==> config.mk <==
export PLATFORM = sky130hd
export DESIGN_NAME = control_restador
export DESIGN_NICKNAME = d
export VERILOG_FILES = /design/src/rtl/restador_pkg.sv /design/src/rtl/pulso_boton.sv /design/src/rtl/control_restador.sv
export SDC_FILE = /design/constraint.sdc
export NUM_CORES = 1
export LEC_CHECK = 0
export BUFFER_PORTS_ARGS = -buffer_cell sky130_fd_sc_hd__buf_2
export CAP_MARGIN = 20
export CORE_MARGIN = 3
export CORE_UTILIZATION = 47
export CTS_CLUSTER_SIZE = 8
export DETAILED_ROUTE_END_ITERATION = 8
export GPL_TIMING_DRIVEN = 0
export PLACE_DENSITY = 0.7
export SLEW_MARGIN = 25
export SYNTH_ARGS = -nofsm -noshare
export SYNTH_HDL_FRONTEND = slang
export SYNTH_SLANG_ARGS = --single-unit
==> constraint.sdc <==
create_clock -name clk -period 1.99 [get_ports clk]
set_input_delay 0.199 -clock clk [delete_from_list [all_inputs] [get_ports clk]]
set_output_delay 0.199 -clock clk [all_outputs]
set_load 0.02 [all_outputs]
==> src/rtl/restador_pkg.sv <==
// Shared definitions for the 3-bit subtractor board controller.
//   estado_t : sequencer states (ESPERA_A, ESPERA_B, CALCULA, MUESTRA)
//   seg7()   : 0..7 to active-low 7-segment pattern, bit order {g,f,e,d,c,b,a}
package restador_pkg;

  typedef enum logic [1:0] {
    ESPERA_A = 2'd0,
    ESPERA_B = 2'd1,
    CALCULA  = 2'd2,
    MUESTRA  = 2'd3
  } estado_t;

  function automatic logic [6:0] seg7(input logic [2:0] valor);
    logic [6:0] patron;
    patron = 7'h7f;
    case (valor)
      3'd0: patron = 7'h40;
      3'd1: patron = 7'h79;
      3'd2: patron = 7'h24;
      3'd3: patron = 7'h30;
      3'd4: patron = 7'h19;
      3'd5: patron = 7'h12;
      3'd6: patron = 7'h02;
      3'd7: patron = 7'h78;
      default: patron = 7'h7f;
    endcase
    return patron;
  endfunction

endpackage

==> src/rtl/pulso_boton.sv <==
// Turns a raw asynchronous pushbutton into a single-cycle pulse on its
// accepted rising edge: 2-flop synchronizer, optional debounce, edge detect.
//   clk      : system clock
//   rst      : asynchronous reset, active-high
//   btn      : raw button level, active-high, asynchronous to clk
//   pulso    : one-cycle pulse per accepted press
// Build option CONTROL_REBOTE_EN: the synchronized level must hold for
// N_REBOTE consecutive samples before it is accepted. Without it the edge
// detector works directly on the synchronized level.
module pulso_boton #(
  parameter int unsigned N_REBOTE = 16
) (
  input  logic clk,
  input  logic rst,
  input  logic btn,
  output logic pulso
);

  logic sinc_1;
  logic sinc_2;
  logic nivel;
  logic nivel_prev;

  always_ff @(posedge clk or posedge rst) begin
    if (rst) begin
      sinc_1 <= '0;
      sinc_2 <= '0;
    end else begin
      sinc_1 <= btn;
      sinc_2 <= sinc_1;
    end
  end

`ifdef CONTROL_REBOTE_EN
  localparam int unsigned CW = (N_REBOTE > 1) ? $clog2(N_REBOTE) : 1;

  logic [CW-1:0] cuenta;
  logic          estable;

  // cuenta tracks how many consecutive samples disagree with the accepted
  // level; any agreeing sample restarts the run.
  always_ff @(posedge clk or posedge rst) begin
    if (rst) begin
      cuenta  <= '0;
      estable <= '0;
    end else if (sinc_2 == estable) begin
      cuenta <= '0;
    end else if (cuenta == CW'(N_REBOTE - 1)) begin
      estable <= sinc_2;
      cuenta  <= '0;
    end else begin
      cuenta <= cuenta + CW'(1);
    end
  end

  assign nivel = estable;
`else
  logic unused_n_rebote;
  assign unused_n_rebote = ^N_REBOTE;
  assign nivel = sinc_2;
`endif

  always_ff @(posedge clk or posedge rst) begin
    if (rst) begin
      nivel_prev <= '0;
    end else begin
      nivel_prev <= nivel;
    end
  end

  assign pulso = nivel & ~nivel_prev;

endmodule

==> src/rtl/control_restador.sv <==
// Sequencer for the 3-bit subtractor board. Captures operand A then operand B
// from the switches on "cargar" presses, lets the external subtractor settle
// for one cycle, latches |A-B| plus a sign flag and shows it on one digit.
//   clk, rst    : clock / asynchronous active-high reset
//   sw          : operand switches
//   btn_cargar  : raw load/next button     btn_borrar : raw clear button
//   op_a, op_b  : registered operands to the subtractor
//   dif         : subtractor result (op_a - op_b) mod 2^ANCHO
//   resultado   : latched magnitude        negativo   : 1 when A < B
//   listo       : 1 while the result is displayed
//   seg         : active-low 7-seg {g,f,e,d,c,b,a}; sw while entering operands,
//                 op_b during CALCULA, resultado in MUESTRA
// Build option CONTROL_REBOTE_EN enables button debounce (N_REBOTE samples).
module control_restador
  import restador_pkg::*;
#(
  parameter int unsigned ANCHO    = 3,
  parameter int unsigned N_REBOTE = 16
) (
  input  logic             clk,
  input  logic             rst,
  input  logic [ANCHO-1:0] sw,
  input  logic             btn_cargar,
  input  logic             btn_borrar,
  output logic [ANCHO-1:0] op_a,
  output logic [ANCHO-1:0] op_b,
  input  logic [ANCHO-1:0] dif,
  output logic [ANCHO-1:0] resultado,
  output logic             negativo,
  output logic             listo,
  output logic [6:0]       seg
);

  estado_t          estado;
  logic             p_cargar;
  logic             p_borrar;
  logic             menor;
  logic [ANCHO-1:0] magnitud;

  pulso_boton #(.N_REBOTE(N_REBOTE)) u_pulso_cargar (
    .clk   (clk),
    .rst   (rst),
    .btn   (btn_cargar),
    .pulso (p_cargar)
  );

  pulso_boton #(.N_REBOTE(N_REBOTE)) u_pulso_borrar (
    .clk   (clk),
    .rst   (rst),
    .btn   (btn_borrar),
    .pulso (p_borrar)
  );

  // Sign comes from the operands themselves; the two's-complement negation
  // of the wrapped difference gives the magnitude when A < B.
  assign menor    = (op_a < op_b);
  assign magnitud = menor ? ((~dif) + ANCHO'(1)) : dif;

  always_ff @(posedge clk or posedge rst) begin
    if (rst) begin
      estado    <= ESPERA_A;
      op_a      <= '0;
      op_b      <= '0;
      resultado <= '0;
      negativo  <= '0;
      listo     <= '0;
    end else if (p_borrar) begin
      estado    <= ESPERA_A;
      op_a      <= '0;
      op_b      <= '0;
      resultado <= '0;
      negativo  <= '0;
      listo     <= '0;
    end else begin
      case (estado)
        ESPERA_A: begin
          if (p_cargar) begin
            op_a   <= sw;
            estado <= ESPERA_B;
          end
        end
        ESPERA_B: begin
          if (p_cargar) begin
            op_b   <= sw;
            estado <= CALCULA;
          end
        end
        CALCULA: begin
          negativo  <= menor;
          resultado <= magnitud;
          listo     <= 1'b1;
          estado    <= MUESTRA;
        end
        MUESTRA: begin
          if (p_cargar) begin
            listo  <= 1'b0;
            estado <= ESPERA_A;
          end
        end
        default: begin
          listo  <= 1'b0;
          estado <= ESPERA_A;
        end
      endcase
    end
  end

  always_comb begin
    seg = 7'h7f;
    case (estado)
      ESPERA_A, ESPERA_B: seg = seg7(sw[2:0]);
      CALCULA:            seg = seg7(op_b[2:0]);
      MUESTRA:            seg = seg7(resultado[2:0]);
      default:            seg = 7'h7f;
    endcase
  end

endmodule

**Word-level counts from Yosys, hierarchy flattened**

Memory sizes are Yosys's and may differ from the RTL's.
Cells that the tools add are included.

- Register bits after elaboration: 19
- Memory bits (read-only): 168
- Input bits: 10
- Output and inout bits: 18
- Logic and storage cells: 58
- Memories: 3

- $add $sub $neg: 1
- Magnitude comparators: 1
- Eq/ne operators: 6
- Mux-type cells: 19
- Bitwise gates (word level): 5
- Reduce and logical (&&, ||, !) cells: 11

Memory list:

| name | depth | width | read ports | clocked after memory_dff | wr ports | line | RTL |
|---|---|---|---|---|---|---|---|
| (no name shown) | 8 | 7 | 1 | 0 | 0 | restador_pkg.sv:16 | `case (valor)` |
| (no name shown) | 8 | 7 | 1 | 0 | 0 | restador_pkg.sv:16 |  |
| (no name shown) | 8 | 7 | 1 | 0 | 0 | restador_pkg.sv:16 |  |

Operators by type and width:

| cell | number |
|---|---|
| 2-to-1 mux 3 bit | 8 |
| case mux 7 bit (3 select lines) | 1 |
| inequality test 3 bit (second input constant) | 3 |
| 2-to-1 mux 2 bit | 4 |
| case mux 2 bit (4 select lines) | 1 |
| nonzero test 2 bit | 4 |
| AND reduction 2 bit | 3 |
| == test 2 bit (second input constant) | 2 |
| 2-to-1 mux 1 bit | 4 |
| adder 3 x 1 -> 3 bit (second input constant) | 1 |
| less-than comparator 3 bit | 1 |
| inverter 3 bit | 1 |
| AND reduction 3 bit | 1 |
| nonzero test 3 bit | 1 |
| AND 1 bit | 2 |
| == test 2 x 1 -> 1 bit (second input constant) | 1 |
| zero test 2 bit | 1 |
| inverter 1 bit | 2 |
| case mux 1 bit (2 select lines) | 1 |
| OR reduction 2 bit | 1 |

**Depth between registers and ports, before layout**

Gate-level depths: netlist (run 1).

- Word-level depth: 5
- Gate-level depth with buffers: 7
- Gate-level depth less buffers: 6

**Hierarchy**

A second synthesis (run 1) with hierarchy kept.

- Cell total of the unflattened synthesis: 154
- Area total of the unflattened synthesis: 1375.1 µm²

By module, submodules not included:

| module | instances | cells each | area an instance (µm²) | sequential area each (µm²) |
|---|---|---|---|---|
| control_restador | 1 | 144 | 1189.9 | 325.3 |
| pulso_boton | 2 | 5 | 92.6 | 75.1 |

**Worst setup path before layout (run 1)**

OpenSTA, ideal clock, no wires.

- Kind: reg-to-reg
- Start: register op_b[2]
- End: register resultado[2]
- Library setup time: 0.087 ns
- Data arrival time: 1.849 ns
- Data required time: 1.903 ns
- Path slack: 0.054 ns
- Cell stages (with the launch flop): 8
- Buffers on the path: 1
- Clock period less this slack: 1.936 ns
- Path through: dfrtp_1 -> clkbuf_1 -> inv_1 -> ha_1 -> a21o_1 -> a311oi_2 -> xnor2_1 -> a211oi_2

- Word-level cells in the longest chain between the ends: 4

RTL lines:

| element | line | RTL |
|---|---|---|
| from (decl) | control_restador.sv:26 | `output logic [ANCHO-1:0] op_b,` |
| from (signal assigned) | control_restador.sv:84 | `op_b <= sw;` |
| less-than comparator 3 bit | control_restador.sv:56 | `assign menor = (op_a < op_b);` |
| 2-to-1 mux 3 bit | control_restador.sv:57 | `assign magnitud = menor ? ((~dif) + ANCHO'(1)) : dif;` |
| 2-to-1 mux 3 bit | control_restador.sv:75 | `case (estado)` |
| 2-to-1 mux 3 bit | control_restador.sv:67 | `end else if (p_borrar) begin` |
| to (signal assigned) | control_restador.sv:90 | `resultado <= magnitud;` |
| to (decl) | control_restador.sv:28 | `output logic [ANCHO-1:0] resultado,` |

Every way passes these cells. The select of a mux whose other input is x is not followed.
A chain may end at the register's enable or synchronous reset.

**Worst setup path after layout (run 1)**

- Start: register estado[0]
- End: output port seg[3]

- Word-level cells in the longest chain between the ends: 3
- Elaborated cells on any way between the ends: 6
- Those cells by class: 3 x eq/ne; 1 x mux; 2 x reduce/logical

RTL lines:

| element | line | RTL |
|---|---|---|
| from (decl) | control_restador.sv:34 | `estado_t estado;` |
| from (signal assigned) | control_restador.sv:61 | `estado <= ESPERA_A;` |
| from (signal assigned) | control_restador.sv:68 | `estado <= ESPERA_A;` |
| from (signal assigned) | control_restador.sv:79 | `estado <= ESPERA_B;` |
| == test 2 x 1 -> 1 bit or zero test 2 bit (tied branches) | control_restador.sv:110 | `case (estado)` |
| OR reduction 2 bit | control_restador.sv:110 |  |
| case mux 7 bit (3 select lines) * | control_restador.sv:110 |  |
| to (decl) | control_restador.sv:31 | `output logic [6:0] seg` |

Every way passes the cells marked *; elsewhere a longest branch is shown, timed or not.

==> impl_metrics.yaml, run 1 <==
finish:
  nets: 219
  areaGrowthSynthToFinish_pct: 22.4
  seqCellArea_um2: 478
  final_core_util_pct: 63.7
  fill_cells: 214
  antenna_cells: 0
  drive_gt1_share_pct: 26.9
  multiInputGateArea_um2: 813
cts:
  clk_path_buf_depth: 2
  path_clk_slew_ns: 0.11
  cts_buffers: 3
  clock_sinks: 19
  htreeDepth: 1
  insertion_delay_ns: 0.30
  cts-root-buf: "clkbuf_4"
  cts_tree: "yes"
pwr:
  worst_ir_drop_vdd_v: 0.000758
  power_switching_mw: 0.919
  p_comb_share_pct: 61.9
  swShare_pct: 46.1
  finalPower_mw: 1.99
  powerDensity_nw_per_um2: 1210
  internal_power_mw: 1.08
  p_clk_share_pct: 9.7
  seqPwrFrac_pct: 28.4
  p_leak_nw: 0.852
synth:
  netlist_area_um2: 1350
  synth_cells: 149
  synthArstFlopShare_pct: 100
  yosysSeqAreaShare_pct: 35.3
  yosysTopAreaCell: "dfrtp_1"
  synth_top_area_share_pct: 35.3
  syn_nets: 181
  syn_avg_cell_area_um2: 9.05
  synth_edf_count: 0
  yosys_register_bits: 19
  yosysWarnings: 0
  synth_flop_cell: "dfrtp_1"
  yosys.cell_types.count: 27
  synth.area.top_cells: "dfrtp_1 (35%), ha_1 (20%), mux2i_1 (5.9%), inv_1 (3.9%), nand2_1 (3.9%)"
timing:
  hold_slack_ns: -0.00453
  grt_setup_unrepaired: "true"
  timing.fmax_ghz: 0.522
  slew_headroom_pct: 52.8
  slew_violations: 0
  fin_crit_ns: 1.92
  fin_tns_setup_ns: 0
  finalHoldViolations: 19
  worstMarginPinSlew_ns: 0.707
  fin_skew_ns: 0.00292
  setup_viol: 0
  finalCritPeriodShare_pct: 96.3
detailed_routing:
  vias: 1127
  drtIter0Drc: 61
  ant_nets: 0
  routed_wl_mm: 2.94
  vias_per_cell: 5.22
  dr.pass1.iters: 4
  wl_per_cell_um: 13.6
  drc: 0
setup_path:
  endpoint_kind: "output port"
  critPathRequiredTime_ns: 1.79
  worstPathMaxFanout: 9
  crit_type: "reg2out"
  reg2reg_slack_ns: 0.20
  cp-start-kind: "flip-flop"
  critPathArrivalTime_ns: 1.72
job:
  maxCapViolCount: 0
placement:
  place_hpwl_mm: 2.19
  port_buffers: 27
  place_congestion: 0.810
die:
  fp.dieH_um: 59.6
  die_w_um: 59.6
  dieArea_um2: 3550
  start_util_pct: 52.1
  ioPinCount: 28
  coreArea_um2: 2590
  rows: 18
min_path:
  min_path_type: "in2async"
grt:
  grt_pass1_vias: 1079
  antenna_found_initial: 0
  grt_max_degree: 20
  grt_pass1_wl_mm: 4.68
  overflow: 0
  grt_use_total_pct: 17.2
outcome:
  violations: "hold timing"
  status: "finished, violations left"
[stage by stage]
stage | cells | area [um2] | hold slack, ns | setup slack, ns
finish | 216 | 1650 | -0.00453 | 0.0740
global route | 216 | 1650 | 0.0483 | -0.0609
CTS | 213 | 1590 | 0.0130 | 0.00914
detailed placement | 206 | 1520 | 0.310 | 0.00354
global placement | 206 | 1520 | 0.309 | 0.0427
floorplan | 149 | 1350 | 0.150 | 0.0538
[logic make-up after synthesis]
kind of cell / count (synthesis) / share of synthesized area [%]
compound gates: 31 / 15.2
xor+xnor: 1 / 0.649
fa+ha+maj: 22 / 20.4
buf+inv: 22 / 6.40
flops: 19 / 35.3
mux: 9 / 6.77
simple gates: 45 / 15.3
[flip-flops by register name, summed over array words and instances, names as in the netlist]
| register | flops |
|---|---|
| estado | 2 |
| listo | 1 |
| u_pulso_cargar.nivel | 1 |
| u_pulso_cargar.nivel_prev | 1 |
| u_pulso_borrar.nivel_prev | 1 |
| negativo | 1 |
| u_pulso_cargar.sinc_1 | 1 |
| u_pulso_borrar.nivel | 1 |
| op_b | 3 |
| u_pulso_borrar.sinc_1 | 1 |
| op_a | 3 |
| resultado | 3 |
[Yosys cell counts (3+ instances only)]
cell,instances
ha_1,22
dfrtp_1,19
inv_1,14
nand2_1,14
nor2_1,11
nand3_1,9
o21ai_0,9
mux2i_1,8
a21oi_1,7
clkbuf_1,5
nor2b_1,5
a22oi_1,3
buf_2,3
nor3_1,3
[worst max-delay path: stages, from the launching register on]
cell and delay (ns):
dfrtp_1 0.39, inv_1 0.08, ha_1 0.20, buf_4 0.18, nor2_2 0.20, o21ai_0 0.13, nand3_1 0.08, buf_2 0.16
[layout by cell type, fill, tap and decap left out, drive strengths merged]
master | Yosys | final
clkinv | 0 | 1
a221o | 1 | 1
a21o | 2 | 2
mux2 | 1 | 1
clkbuf | 5 | 6
xnor2 | 1 | 1
mux2i | 8 | 8
dfrtp | 19 | 19
nand2b | 2 | 2
nand2 | 14 | 14
o211ai | 1 | 1
a211oi | 3 | 3
a31oi | 2 | 2
nor2b | 5 | 5
a22oi | 3 | 3
o21bai | 1 | 1
nor3 | 3 | 3
nor2 | 11 | 11
inv | 14 | 14
buf | 3 | 36
a21boi | 1 | 1
a311oi | 1 | 1
o21ai | 9 | 9
a21oi | 7 | 7
dlygate4sd3 | 0 | 2
nor4b | 1 | 1
ha | 22 | 22
nand3 | 9 | 9
[final cells by class]
class / instances / share of cell area, %
buffer: 6 / 2.12
inverter: 14 / 3.18
timing repair buffer: 35 / 12.5
multi-input combinational: 108 / 49.3
clock inverter: 1 / 0.303
clock buffer: 3 / 1.36
tap: 30 / 2.27
sequential: 19 / 29.0
[final timing paths]
check | start | endpoint | depth (start not counted)
min in group clk | sw[1] | op_b[1]$_DFFE_PP0P_ | 3
worst max-delay path | estado[0]$_DFFE_PP0P_ | seg[3] | 7
worst max register to register | op_b[2]$_DFFE_PP0P_ | resultado[1]$_DFFE_PP0P_ | 6
worst min-delay path | rst | estado[1]$_DFFE_PP0P_ | 2
max in group asynchronous | rst | op_b[0]$_DFFE_PP0P_ | 2
worst min register to register | u_pulso_borrar.sinc_1$_DFF_PP0_ | u_pulso_borrar.nivel$_DFF_PP0_ | 0
[power groups by stage]
stage	logic [mW]	registers (mW)	clock network (mW)
final	1.23	0.567	0.193
after global routing	1.36	0.583	0.213
after CTS	1.15	0.562	0.203
after detailed placement	1.10	0.573	0
after global placement	1.06	0.569	0
after floorplan	0.726	0.645	0
[routing by layer]
metal	track usage (%)	up-vias	routed length, um
met3	1.31	2	105
met2	30.7	20	1520
li1	-	577	-
met1	22.1	528	1300
met4	4.75	0	13
met5	0	-	0
[timing repair]
| item | CTS | global route |
|---|---|---|
| setup buffers | 3 | 3 |
| endpoints found under the setup margin | 9 | 8 |
| gates cloned | 0 | 0 |
| endpoints found under the hold margin | 2 | 0 |
| hold buffers | 2 | 0 |
| pin swaps | 1 | 1 |
| gates resized for setup | 2 | 11 |
(Power assumes the default switching activity.)
==> run 2: changes to the inputs <==
Settings changed: CORE_MARGIN 3 to 4.
==> run 2 against run 1 <==
The flow still finishes with violations (hold timing). Sequential share of layout area down 0.62 points. Power increased by 2.4%. Final area increased by 2.2%. Hold slack worse by 0.011 ns. Clock power is 4% higher. Routed wire length is 1.5% lower. Highest routed layer unchanged. Largest cell class unchanged. Global-route usage decreased by 1.0 points.
==> impl_metrics.yaml, run 2 (synthesis results as in run 1) <==
outcome:
  status: "finished, violations left"
  violations: "hold timing"
job:
  maxCapViolCount: 0
placement:
  place_hpwl_mm: 2.20
  detailed_place.area_um2: 1520
  port_buffers: 27
  place_congestion: 0.763
die:
  rows: 19
  fp.dieH_um: 61.6
  dieArea_um2: 3790
  coreArea_um2: 2760
  die_w_um: 61.6
  ioPinCount: 28
  start_util_pct: 48.9
setup_path:
  critPathRequiredTime_ns: 1.79
  critPathArrivalTime_ns: 1.73
  worstPathMaxFanout: 7
  endpoint_kind: "output port"
  cp_slowest_stage_delay_ns: 0.41
  cp_num_buf_inv: 3
  crit_type: "reg2out"
  worstPathCellList: "inv_2 -> ha_1 -> buf_6 -> nor4b_4 -> a31oi_4 -> o21ai_0 -> buf_2"
  critPathTopFamily: "flip-flops"
  cp-start-kind: "flip-flop"
  crit_path_top_delay_cell: "dfrtp_1"
detailed_routing:
  wl_per_cell_um: 13.3
  dr.pass1.iters: 4
  vias_per_cell: 5.37
  drtIter0Drc: 39
  ant_nets: 0
  vias: 1170
  drc: 0
  routed_wl_mm: 2.89
timing:
  finalHoldViolations: 19
  slew_headroom_pct: 52.7
  slew_violations: 0
  hold_slack_ns: -0.0152
  worstMarginPinSlew_ns: 0.708
  finalCritPeriodShare_pct: 97.2
  setup_viol: 0
  fin_skew_ns: 0.00136
  timing.fmax_ghz: 0.517
  fin_crit_ns: 1.93
  grt_setup_unrepaired: "true"
pwr:
  powerDensity_nw_per_um2: 1210
  finalPower_mw: 2.04
  p_leak_nw: 0.862
  worst_ir_drop_vdd_v: 0.000832
finish:
  drive_gt1_share_pct: 29.4
  design_area_um2: 1690
  reg.largest.list: "op_a x3, op_b x3, resultado x3"
  areaGrowthSynthToFinish_pct: 25.0
  most-common-layout-cells: "buf_2 (27), ha_1 (21), dfrtp_1 (17)"
  final_common_cell: "buf_2"
  antenna_cells: 0
  fill_cells: 242
  nets: 220
cts:
  htreeDepth: 1
  cts_tree: "yes"
  insertion_delay_ns: 0.31
  cts_buffers: 3
  clock_sinks: 19
  clk_path_buf_depth: 2
  path_clk_slew_ns: 0.11
  cts-root-buf: "clkbuf_4"
grt:
  antenna_found_initial: 0
  grt_pass1_vias: 1029
  grt_use_total_pct: 16.2
  grt_max_degree: 20
  overflow: 0
  grt_pass1_wl_mm: 4.57
min_path:
  min_path_type: "in2async"
[run 2: area by class of cell]
cell class	instances	area, um2	share of cell area (%)
well taps	31	38.8	2.30
repair buffers	36	214	12.7
inverters	14	52.6	3.12
multi-input cells	108	837	49.6
clock buffers	3	22.5	1.34
clock inverters	1	5.00	0.297
flip-flops and latches	19	478	28.3
plain buffers	6	38.8	2.30
[run 2: what timing repair did]
action,CTS,global route
setup endpoints to repair,8,7
pin swaps,0,2
endpoints found under the hold margin,2,0
resized for setup,2,17
gates cloned,0,0
buffers inserted,4,3
hold buffers,2,0
[run 2: path summary, 6_finish.rpt]
kind | startpoint | endpoint | slack [ns] | cells after the start
max | estado[0]$_DFFE_PP0P_ | seg[2] | 0.06 | 7
min in group clk | dif[0] | resultado[0]$_DFFE_PP0P_ | 0.15 | 3
min reg2reg | u_pulso_borrar.sinc_1$_DFF_PP0_ | u_pulso_borrar.nivel$_DFF_PP0_ | 0.36 | 0
min | rst | u_pulso_cargar.nivel_prev$_DFF_PP0_ | -0.02 | 2
max in group asynchronous | rst | op_b[2]$_DFFE_PP0P_ | 1.52 | 2
max reg2reg | op_b[2]$_DFFE_PP0P_ | resultado[1]$_DFFE_PP0P_ | 0.18 | 6
[run 2: per-stage QoR]
stage / util (%) / setup WS, ns / hold slack [ns] / instances / TNS (ns)
finish: 61.2 / 0.0564 / -0.0152 / 218 / 0
global route: 61.2 / -0.0432 / 0.0436 / 218 / -0.0862
CTS: 57.9 / 0.00251 / 0.0135 / 215 / 0
detailed placement: 55.2 / -0.00183 / 0.309 / 207 / -0.00183
global placement: 55.2 / 0.0432 / 0.309 / 207 / 0
floorplan: - / 0.0538 / 0.150 / 149 / 0
[run 2: where the power goes]
part | total [mW] | internal, mW | switching [mW]
registers | 0.568 | 0.482 | 0.0864
clock network | 0.201 | 0.0752 | 0.126
logic | 1.27 | 0.543 | 0.731
total | 2.04 | 1.10 | 0.943
[run 2: per-layer routing]
| metal | global-route usage (%) | part of all wire (%) | up-vias | wire [um] |
|---|---|---|---|---|
| li1 | - | - | 585 | - |
| met1 | 20.7 | 44 | 557 | 1280 |
| met2 | 27.8 | 50 | 23 | 1460 |
| met3 | 1.68 | 3.7 | 5 | 106 |
| met4 | 6.36 | 1.6 | 0 | 46 |
| met5 | 0 | 0 | - | 0 |
[run 2: worst reg2reg max path, stage by stage, from the launching register on]
cell and delay [ns]:
dfrtp_2 0.48, inv_1 0.13, ha_1 0.34, a21o_1 0.19, a31oi_1 0.24, mux2i_1 0.11
a211oi_1 0.24
